<file path="config.mk">
export PLATFORM = sky130hd
export DESIGN_NAME = iport_conditioner
export DESIGN_NICKNAME = d
export VERILOG_FILES = /design/src/rtl/iport_conditioner.sv
export SDC_FILE = /design/constraint.sdc
export NUM_CORES = 1
export LEC_CHECK = 0
export CAP_MARGIN = 10
export CORE_UTILIZATION = 47
export CTS_CLUSTER_SIZE = 25
export DETAILED_ROUTE_END_ITERATION = 16
export PLACE_DENSITY = 0.83
export SYNTH_ARGS = -nofsm -noshare
export SYNTH_HDL_FRONTEND = slang
export SYNTH_SLANG_ARGS = --single-unit
</file>
<file path="constraint.sdc">
create_clock -name clk -period 1.9 [get_ports clk]
set_input_delay 0.38 -clock clk [delete_from_list [all_inputs] [get_ports clk]]
set_output_delay 0.38 -clock clk [all_outputs]
set_load 0.05 [all_outputs]
</file>
<file path="src/rtl/iport_conditioner.sv">
// rtl/iport_conditioner.sv - synchronize, debounce and edge-capture raw board inputs
module iport_conditioner #(
  parameter int WIDTH          = 32,
  parameter int TICK_DIV       = 50000,
  parameter int STABLE_SAMPLES = 3
) (
  input  logic             clk,
  input  logic             reset_n,
  input  logic [WIDTH-1:0] raw_in,
  input  logic             clr_we,
  input  logic [WIDTH-1:0] clr_wd,
  output logic [WIDTH-1:0] db_out,
  output logic [WIDTH-1:0] rise_pulse,
  output logic [WIDTH-1:0] rise_latch,
  output logic             any_event
);

  localparam int CW = (TICK_DIV > 1) ? $clog2(TICK_DIV) : 1;
  // history holds the older samples; the live sync2 value is the last vote
  localparam int HW = STABLE_SAMPLES - 1;
  localparam logic [CW-1:0] LP_LAST = CW'(TICK_DIV - 1);

  logic [WIDTH-1:0] r_sync1;
  logic [WIDTH-1:0] r_sync2;
  logic [CW-1:0]    r_cnt;
  logic [WIDTH-1:0] r_hist [HW];
  logic [WIDTH-1:0] r_db;
  logic [WIDTH-1:0] r_pulse;
  logic [WIDTH-1:0] r_latch;
  logic             r_any;

  logic             w_tick;
  logic [WIDTH-1:0] w_all1;
  logic [WIDTH-1:0] w_all0;
  logic [WIDTH-1:0] w_db_next;
  logic [WIDTH-1:0] w_rise_set;
  logic [WIDTH-1:0] w_clr;
  logic [WIDTH-1:0] w_latch_next;

  assign w_tick     = (r_cnt == LP_LAST);
  assign db_out     = r_db;
  assign rise_pulse = r_pulse;
  assign rise_latch = r_latch;
  assign any_event  = r_any;

  // two-flop synchronizer for the asynchronous raw inputs
  always_ff @(posedge clk or negedge reset_n) begin
    if (!reset_n) begin
      r_sync1 <= '0;
      r_sync2 <= '0;
    end else begin
      r_sync1 <= raw_in;
      r_sync2 <= r_sync1;
    end
  end

  // free-running prescaler shared by all bits, wraps after TICK_DIV-1
  always_ff @(posedge clk or negedge reset_n) begin
    if (!reset_n) begin
      r_cnt <= '0;
    end else if (w_tick) begin
      r_cnt <= '0;
    end else begin
      r_cnt <= r_cnt + CW'(1);
    end
  end

  // sample history, index 0 is the newest sample, shifted only on ticks
  always_ff @(posedge clk or negedge reset_n) begin
    if (!reset_n) begin
      for (int i = 0; i < HW; i++) r_hist[i] <= '0;
    end else if (w_tick) begin
      r_hist[0] <= r_sync2;
      for (int i = 1; i < HW; i++) r_hist[i] <= r_hist[i-1];
    end
  end

  // agreement vote, next debounced level, rise detection and latch update
  always_comb begin
    w_all1 = r_sync2;
    w_all0 = ~r_sync2;
    for (int i = 0; i < HW; i++) begin
      w_all1 = w_all1 & r_hist[i];
      w_all0 = w_all0 & ~r_hist[i];
    end
    w_db_next    = w_tick ? ((r_db | w_all1) & ~w_all0) : r_db;
    w_rise_set   = w_db_next & ~r_db;
    w_clr        = clr_we ? clr_wd : '0;
    // set is OR-ed in after the clear so a same-cycle rise wins
    w_latch_next = (r_latch & ~w_clr) | w_rise_set;
  end

  // registered outputs; any_event tracks the next latch value so it stays aligned
  always_ff @(posedge clk or negedge reset_n) begin
    if (!reset_n) begin
      r_db    <= '0;
      r_pulse <= '0;
      r_latch <= '0;
      r_any   <= 1'b0;
    end else begin
      r_db    <= w_db_next;
      r_pulse <= w_rise_set;
      r_latch <= w_latch_next;
      r_any   <= |w_latch_next;
    end
  end

endmodule

</file>
# Word-level counts from Yosys, hierarchy flattened
# Cells that the tools add are included.
# W data, S select, Z words.
[totals]
in_bits = 67
reg_bits = 241
output_inout_bits = 97
[classes]
bitwise = 15
n_reduce_logical = 1
addsub = 1
n_mux = 3
eq_ne = 1
[ops]
columns = ["op", "count"]
rows = [
  ["$and A32 B32 Y32", 7],
  ["$not A32 Y32", 6],
  ["$mux W32", 2],
  ["$or A32 B32 Y32", 2],
  ["$reduce_or A32 Y1", 1],
  ["$add A16 B1 Y16 const B", 1],
  ["$eq A16 B16 Y1 const B", 1],
  ["$mux W16", 1],
]

# Logic depth before layout (Yosys ltp)
# Gate-level depths: netlist (run 1).
[depth]
depth_word = 9
ltp_mapped = 8
depth_no_buf = 7

# Worst setup path after synthesis (run 1)
# OpenSTA, ideal clock, no wires.
[synth_path]
path_type = "register -> register"
from = "reg r_cnt[0]"
to = "reg r_any (netlist: any_event)"
n_path_buf = 1
t_required_ps = 1764
synth_period_minus_slack_ps = 1910
setup_ps = 136
slack_ps = -10
path_stages_with_launch = 9
arrival_ps = 1774
cell_sequence = "dfrtp_1 -> ha_1 -> nand3_1 -> and4bb_4 -> buf_6 -> a22o_1 -> nor4_1 -> nand4_1 -> nand4b_1"
[synth_between]
elab_chain_len = 5
[synth_lines]
columns = ["item", "line", "rtl"]
rows = [
  ["start, declared", "25", "logic [CW-1:0] r_cnt;"],
  ["start signal, assigned", "64", "r_cnt <= r_cnt + CW'(1);"],
  ["$eq A16 B16 Y1", "40", "assign w_tick = (r_cnt == LP_LAST);"],
  ["$mux W32", "86", "w_db_next = w_tick ? ((r_db | w_all1) & ~w_all0) : r_db;"],
  ["$and A32 B32 Y32", "87", "w_rise_set = w_db_next & ~r_db;"],
  ["$or A32 B32 Y32", "90", "w_latch_next = (r_latch & ~w_clr) | w_rise_set;"],
  ["via w_latch_next[6]", "38", "logic [WIDTH-1:0] w_latch_next;"],
  ["$reduce_or A32 Y1", "104", "r_any <= |w_latch_next;"],
  ["end signal, assigned", "104", ""],
  ["end, declared", "30", "logic r_any;"],
]
# The timed path passes the listed nets, and every way through them passes these cells.
# A chain may end at the register's enable or synchronous reset.

# Worst setup path in the final report (run 1)
[layout_path]
from = "reg r_cnt[1]"
to = "reg r_any (netlist: any_event)"
# The elaborated chain is that of the path after synthesis.

==> results of run 1 <==
## timing repair
item	in CTS	in global routing
setup endpoints to repair	116	116
setup buffers	1	10
hold buffers	1	0
pin swaps	1	17
hold endpoints to repair	51	0
cloned	1	1
gates resized for setup	45	68
## cells by family after synthesis
family | Yosys count
DFF | 241
xor gates and xnor gates | 14
buffers and inverters | 33
and+or+nand+nor | 412
adders and majority gates | 1
AOI/OAI and AO/OA | 96
## sequential cells by signal (all words and copies together), names as in the netlist
name,count
r_sync2,32
any_event,1
r_cnt,16
r_hist,64
rise_pulse,32
r_sync1,32
db_out,32
rise_latch,32
## layout make-up
class                   instances  area (µm²)  area share
flip-flops and latches        241        6030       0.487
multi-input cells             524        3070       0.248
repair buffers                231        2160       0.175
clock buffers                  35         713      0.0576
well taps                     234         293      0.0237
clock inverters                 9         104     0.00839
inverters                       1        3.75    0.000303
## through the flow
step	setup slack (ns)	std cells	utilization
after floorplan	0.00900	797	-
after detailed placement	-0.457	1220	0.595
after global routing	-0.339	1275	0.662
after CTS	-0.286	1267	0.642
after global placement	-0.452	1220	0.595
final	-0.265	1275	0.662
## power breakdown
group	switching [µW]	internal, µW	total [µW]
Combinational	160	161	321
Clock	1950	2880	4830
Sequential	40.8	5200	5240
Total	2150	8240	10400
## metal layers
metal	global-route usage	wire, µm	up-vias
li1	-	-	3180
met1	0.309	9450	3409
met2	0.357	10900	211
met3	0.0444	1330	61
met4	0.0972	827	0
met5	0	0	-
## cell usage in the layout (no fill, tap or decap), types with 16 or more instances in the layout
cell | netlist | routed
clkdlybuf4s50_1 | 0 | 65
a31oi_1 | 32 | 32
dfrtp_1 | 241 | 240
and4b_1 | 22 | 22
nor2_1 | 53 | 42
nand2_1 | 240 | 239
buf_4 | 1 | 109
clkbuf_16 | 0 | 25
a22o_1 | 16 | 16
a21oi_1 | 32 | 20
and3_1 | 25 | 21
or3_1 | 32 | 26
dlygate4sd2_1 | 0 | 32
## final timing paths
path | end | from | slack (ns)
worst max register to register | any_event$_DFF_PN0_ | r_cnt[1]$_DFF_PN0_ | -0.26
max in group asynchronous | r_hist[47]$_DFFE_PN0N_ | reset_n | 0.85
worst min-delay path | r_sync1[4]$_DFF_PN0_ | raw_in[4] | 0.29
worst min register to register | r_sync2[23]$_DFF_PN0_ | r_sync1[23]$_DFF_PN0_ | 0.35
min in group asynchronous | r_hist[35]$_DFFE_PN0N_ | reset_n | 0.37
worst max-delay path | any_event$_DFF_PN0_ | r_cnt[1]$_DFF_PN0_ | -0.26
==> out/metrics.csv, run 1 <==
metric,value,unit
outcome,finished with violations,
failed_checks,negative setup slack,
routedWlPerCell,17.6,µm
synth_common_cells,"dfrtp_1 (241), nand2_1 (240), nor2_1 (53)",
insertion_delay,0.52,ns
grt_pass1_wl,34800,µm
critPathCaptureType,register,
clk_pin_slew,0.06,ns
hold_class,in -> reg,
synth_xor_area_frac,0.0137,
min_period,2.16,ns
worst-path-buf-inv,2,
ir_drop,0.604,mV
clk_path_buf_depth,3,
dp_hpwl,15000,µm
grt_pass1_vias,6650,
synth_simple_gate_area_share,0.227,
ys_seq_area_frac,0.672,
cts_tree,yes,
clockRootBuffer,clkbuf_16,
drc,0,
path_max_fanout,5,
initial_core_util,0.480,
start_kind,register,
numCtsBuffers,25,
setup-tns-final,-9.75,ns
drtIter0Drc,411,
drv_cap,0,
drt.antenna.violating_nets,0,
skew,0.00592,ns
dr.pass1.iters,4,
syn_nets,865,
leakage,0.00632,µW
rsz0062_at_grt,yes,
syn-instance-count,797,
maxSlewHeadroom,0.640,
place_congestion,0.845,
p_per_area,840,nW/µm²
path_class,reg -> reg,
async_reset_ff_frac,1.00,
synth_warnings,0,
critical_path_depth,9,
path_delay_family,simple AND/OR/NAND/NOR gates,
max_freq,462,MHz
antenna_found_initial,0,
nets,1092,
avgViaCountPerCell,5.38,
muxShareOfSynthArea,0,
clock-sinks,241,
rows,50,
synth-compound-area-share,0.0673,
synth_flop_cell,dfrtp_1,
worst_slack,-0.265,ns
htreeDepth,1,
tightest_slew,0.542,ns
synth_area_leaders,"dfrtp_1 (67%), nand2_1 (10%), and4b_1 (2.5%)",
antenna_cells,0,
cp_slowest_cell,dfrtp_1,
coreArea,18700,µm²
port_buffers,163,
globalRouteTotalUtil,0.227,
total_power,10400,µW
synth_edf_count,0,
vias,6861,
synth_top_area_share,0.672,
fin_crit_sh,1.14,
whs,0.289,ns
num_io_pins,164,
grt_max_degree,58,
fill_cells,1322,
die_h,140,µm
dieWidth,140,µm
reg2reg_depth,9,
synth_top_family_by_area,simple AND/OR/NAND/NOR gates,
final_layout_size_suffix_gt1_frac,0.218,
path_cells,"ha_2, nand3_4, and4bb_4, buf_12, a22o_1, nor4_2, buf_4, nand4_1, nand4b_1",
grt-ovfl-total,0,
required,2.29,ns
cp_data_arrival_time,2.56,ns
area_delta_synth_final,37.9,%
worst_path_largest_cell_delay,0.39,ns
fin_area,12400,µm²
synthAdderAreaFrac,0.00139,
ys_types,39,
die_area,19700,µm²
place_area,11100,µm²
syn_area,8970,µm²
whs_path_depth,1,
finalSetupViolCount,104,
slew_violations,0,
routed_wl,22500,µm
yosysMostFrequentCell,dfrtp_1,
hold_viol_final,0,
synth_top_area_cell,dfrtp_1,
avgSynthCellArea,11.3,µm²
ys_seq_elements,241,
Power figures use the tool's default switching activity.
==> inputs of run 2 (changes only) <==
SETUP_SLACK_MARGIN = 0.1   (was not set)
==> run 2 against run 1 <==
Against the previous run: the run still ends with negative setup slack left; power grew 3.7%; combinational power grew 2%; flip-flop and latch count is the same; critical path type unchanged.
==> out/metrics.csv, run 2 (synthesis gave the netlist of run 1 again) <==
metric,value,unit
clk_pin_slew,0.06,ns
maxSlewHeadroom,0.624,
antenna_cells,0,
dieWidth,140,µm
die_h,140,µm
skew,0.0216,ns
drtIter0Drc,469,
max_freq,434,MHz
critPathCaptureType,register,
insertion_delay,0.52,ns
fin_area,12900,µm²
die_area,19700,µm²
hold_class,in -> reg,
grt_max_degree,52,
leakage,0.00652,µW
num_io_pins,164,
port_buffers,163,
dp_hpwl,14800,µm
ir_drop,0.697,mV
dp_slack,-0.492,ns
htreeDepth,1,
cts_tree,yes,
layout_common_cells,"dfrtp_1 (239), nand2_1 (211), buf_4 (98)",
hold_viol_final,0,
p_per_area,838,nW/µm²
routed_wl,25400,µm
path_class,reg -> reg,
routedWlPerCell,19.6,µm
final_layout_size_suffix_gt1_frac,0.273,
pwr-share-comb,0.031,
grt_pass1_vias,6848,
largest_reg_flops,64,
switching_share,0.203,
globalRouteTotalUtil,0.225,
fin_crit_sh,1.21,
drt.antenna.violating_nets,0,
clock-sinks,241,
dr.pass1.iters,5,
numCtsBuffers,25,
top_register,r_hist,
clockPowerShare,0.483,
start_kind,register,
final_core_util,0.688,
clk_path_buf_depth,3,
area_delta_synth_final,43.3,%
avgViaCountPerCell,5.62,
clockRootBuffer,clkbuf_16,
cp_data_arrival_time,2.67,ns
rsz0062_at_grt,yes,
nets,1111,
slew_violations,0,
min_period,2.31,ns
drc,0,
tightest_slew,0.564,ns
worst_slack,-0.406,ns
final_common_cell,dfrtp_1,
drv_cap,0,
whs,0.290,ns
rows,50,
place_area,11200,µm²
vias,7284,
required,2.26,ns
fill_cells,1190,
netSwitchingPower,2190,µW
finalSetupViolCount,50,
outcome,finished with violations,
internal_power,8590,µW
initial_core_util,0.480,
antenna_found_initial,0,
path_max_fanout,7,
pwr-share-seq,0.487,
grt_pass1_wl,34800,µm
grt-ovfl-total,0,
failed_checks,negative setup slack,
coreArea,18700,µm²
place_congestion,0.832,
-- run 2: cell count changes in the layout (fill, tap and decap cells not counted), moves of 6 or more --
cell	before	now
buf_6	10	22
dlygate4sd2_1	32	24
clkdlybuf4s15_1	0	10
nand2_1	239	211
buf_4	109	98
clkbuf_2	0	6
nand2_2	0	27
-- run 2: final cells by class --
class / instances / area [µm²] / area share
clock buffer: 32 / 682 / 0.0530
inverter: 1 / 3.75 / 0.000292
tap: 234 / 293 / 0.0228
multi-input combinational: 524 / 3190 / 0.248
timing repair buffer: 250 / 2460 / 0.191
clock inverter: 14 / 203 / 0.0158
sequential: 241 / 6030 / 0.469
-- run 2: power groups by stage --
stage	Clock (µW)	Sequential (µW)	Combinational (µW)
after floorplan	0	5320	37.5
after global placement	0	5330	323
after detailed placement	0	5330	325
after CTS	5260	5240	329
after global routing	5460	5250	365
final	5200	5240	329
-- run 2: what timing repair did --
action	4_1_cts	5_1_grt
endpoints found under the hold margin	46	0
pin swaps	2	23
resized for setup	86	129
setup endpoints to repair	160	152
cloned	0	9
setup buffers	4	18
hold buffers	1	0
-- run 2: worst max-delay path, stage by stage (launching register included) --
cell and delay (ns):
dfrtp_1 0.39, ha_2 0.20, nand3_2 0.07, and4bb_4 0.24
buf_12 0.16, a22o_1 0.24, nor4_2 0.40, nand4_1 0.22
nand4b_1 0.23
-- run 2: layer usage --
layer	vias up	track usage	part of all wire
met5	-	0	0
met4	0	0.0925	0.047
met3	73	0.0379	0.064
met2	333	0.382	0.50
met1	3656	0.288	0.39
li1	3222	-	-
-- run 2: per-stage QoR --
stage          TNS [ns]  cells  power [µW]
3_5_place_dp      -9.35   1223        5660
4_1_cts           -6.84   1274       10800
3_3_place_gp      -7.01   1223        5650
6_report          -5.99   1296       10800
2_1_floorplan         0    797        5360
5_1_grt          -11.05   1296       11100
-- run 2: path summary, 6_finish.rpt --
check                                 startpoint                    end  slack (ns)  depth (start not counted)
max                           r_cnt[1]$_DFF_PN0_    any_event$_DFF_PN0_       -0.41                          8
min                                   raw_in[19]  r_sync1[19]$_DFF_PN0_        0.29                          1
max reg2reg                   r_cnt[1]$_DFF_PN0_    any_event$_DFF_PN0_       -0.41                          8
min reg2reg                r_sync1[16]$_DFF_PN0_  r_sync2[16]$_DFF_PN0_        0.35                          0
max in group asynchronous                reset_n   db_out[16]$_DFF_PN0_        0.90                          3
min in group asynchronous                reset_n   r_sync1[4]$_DFF_PN0_        0.38                          2
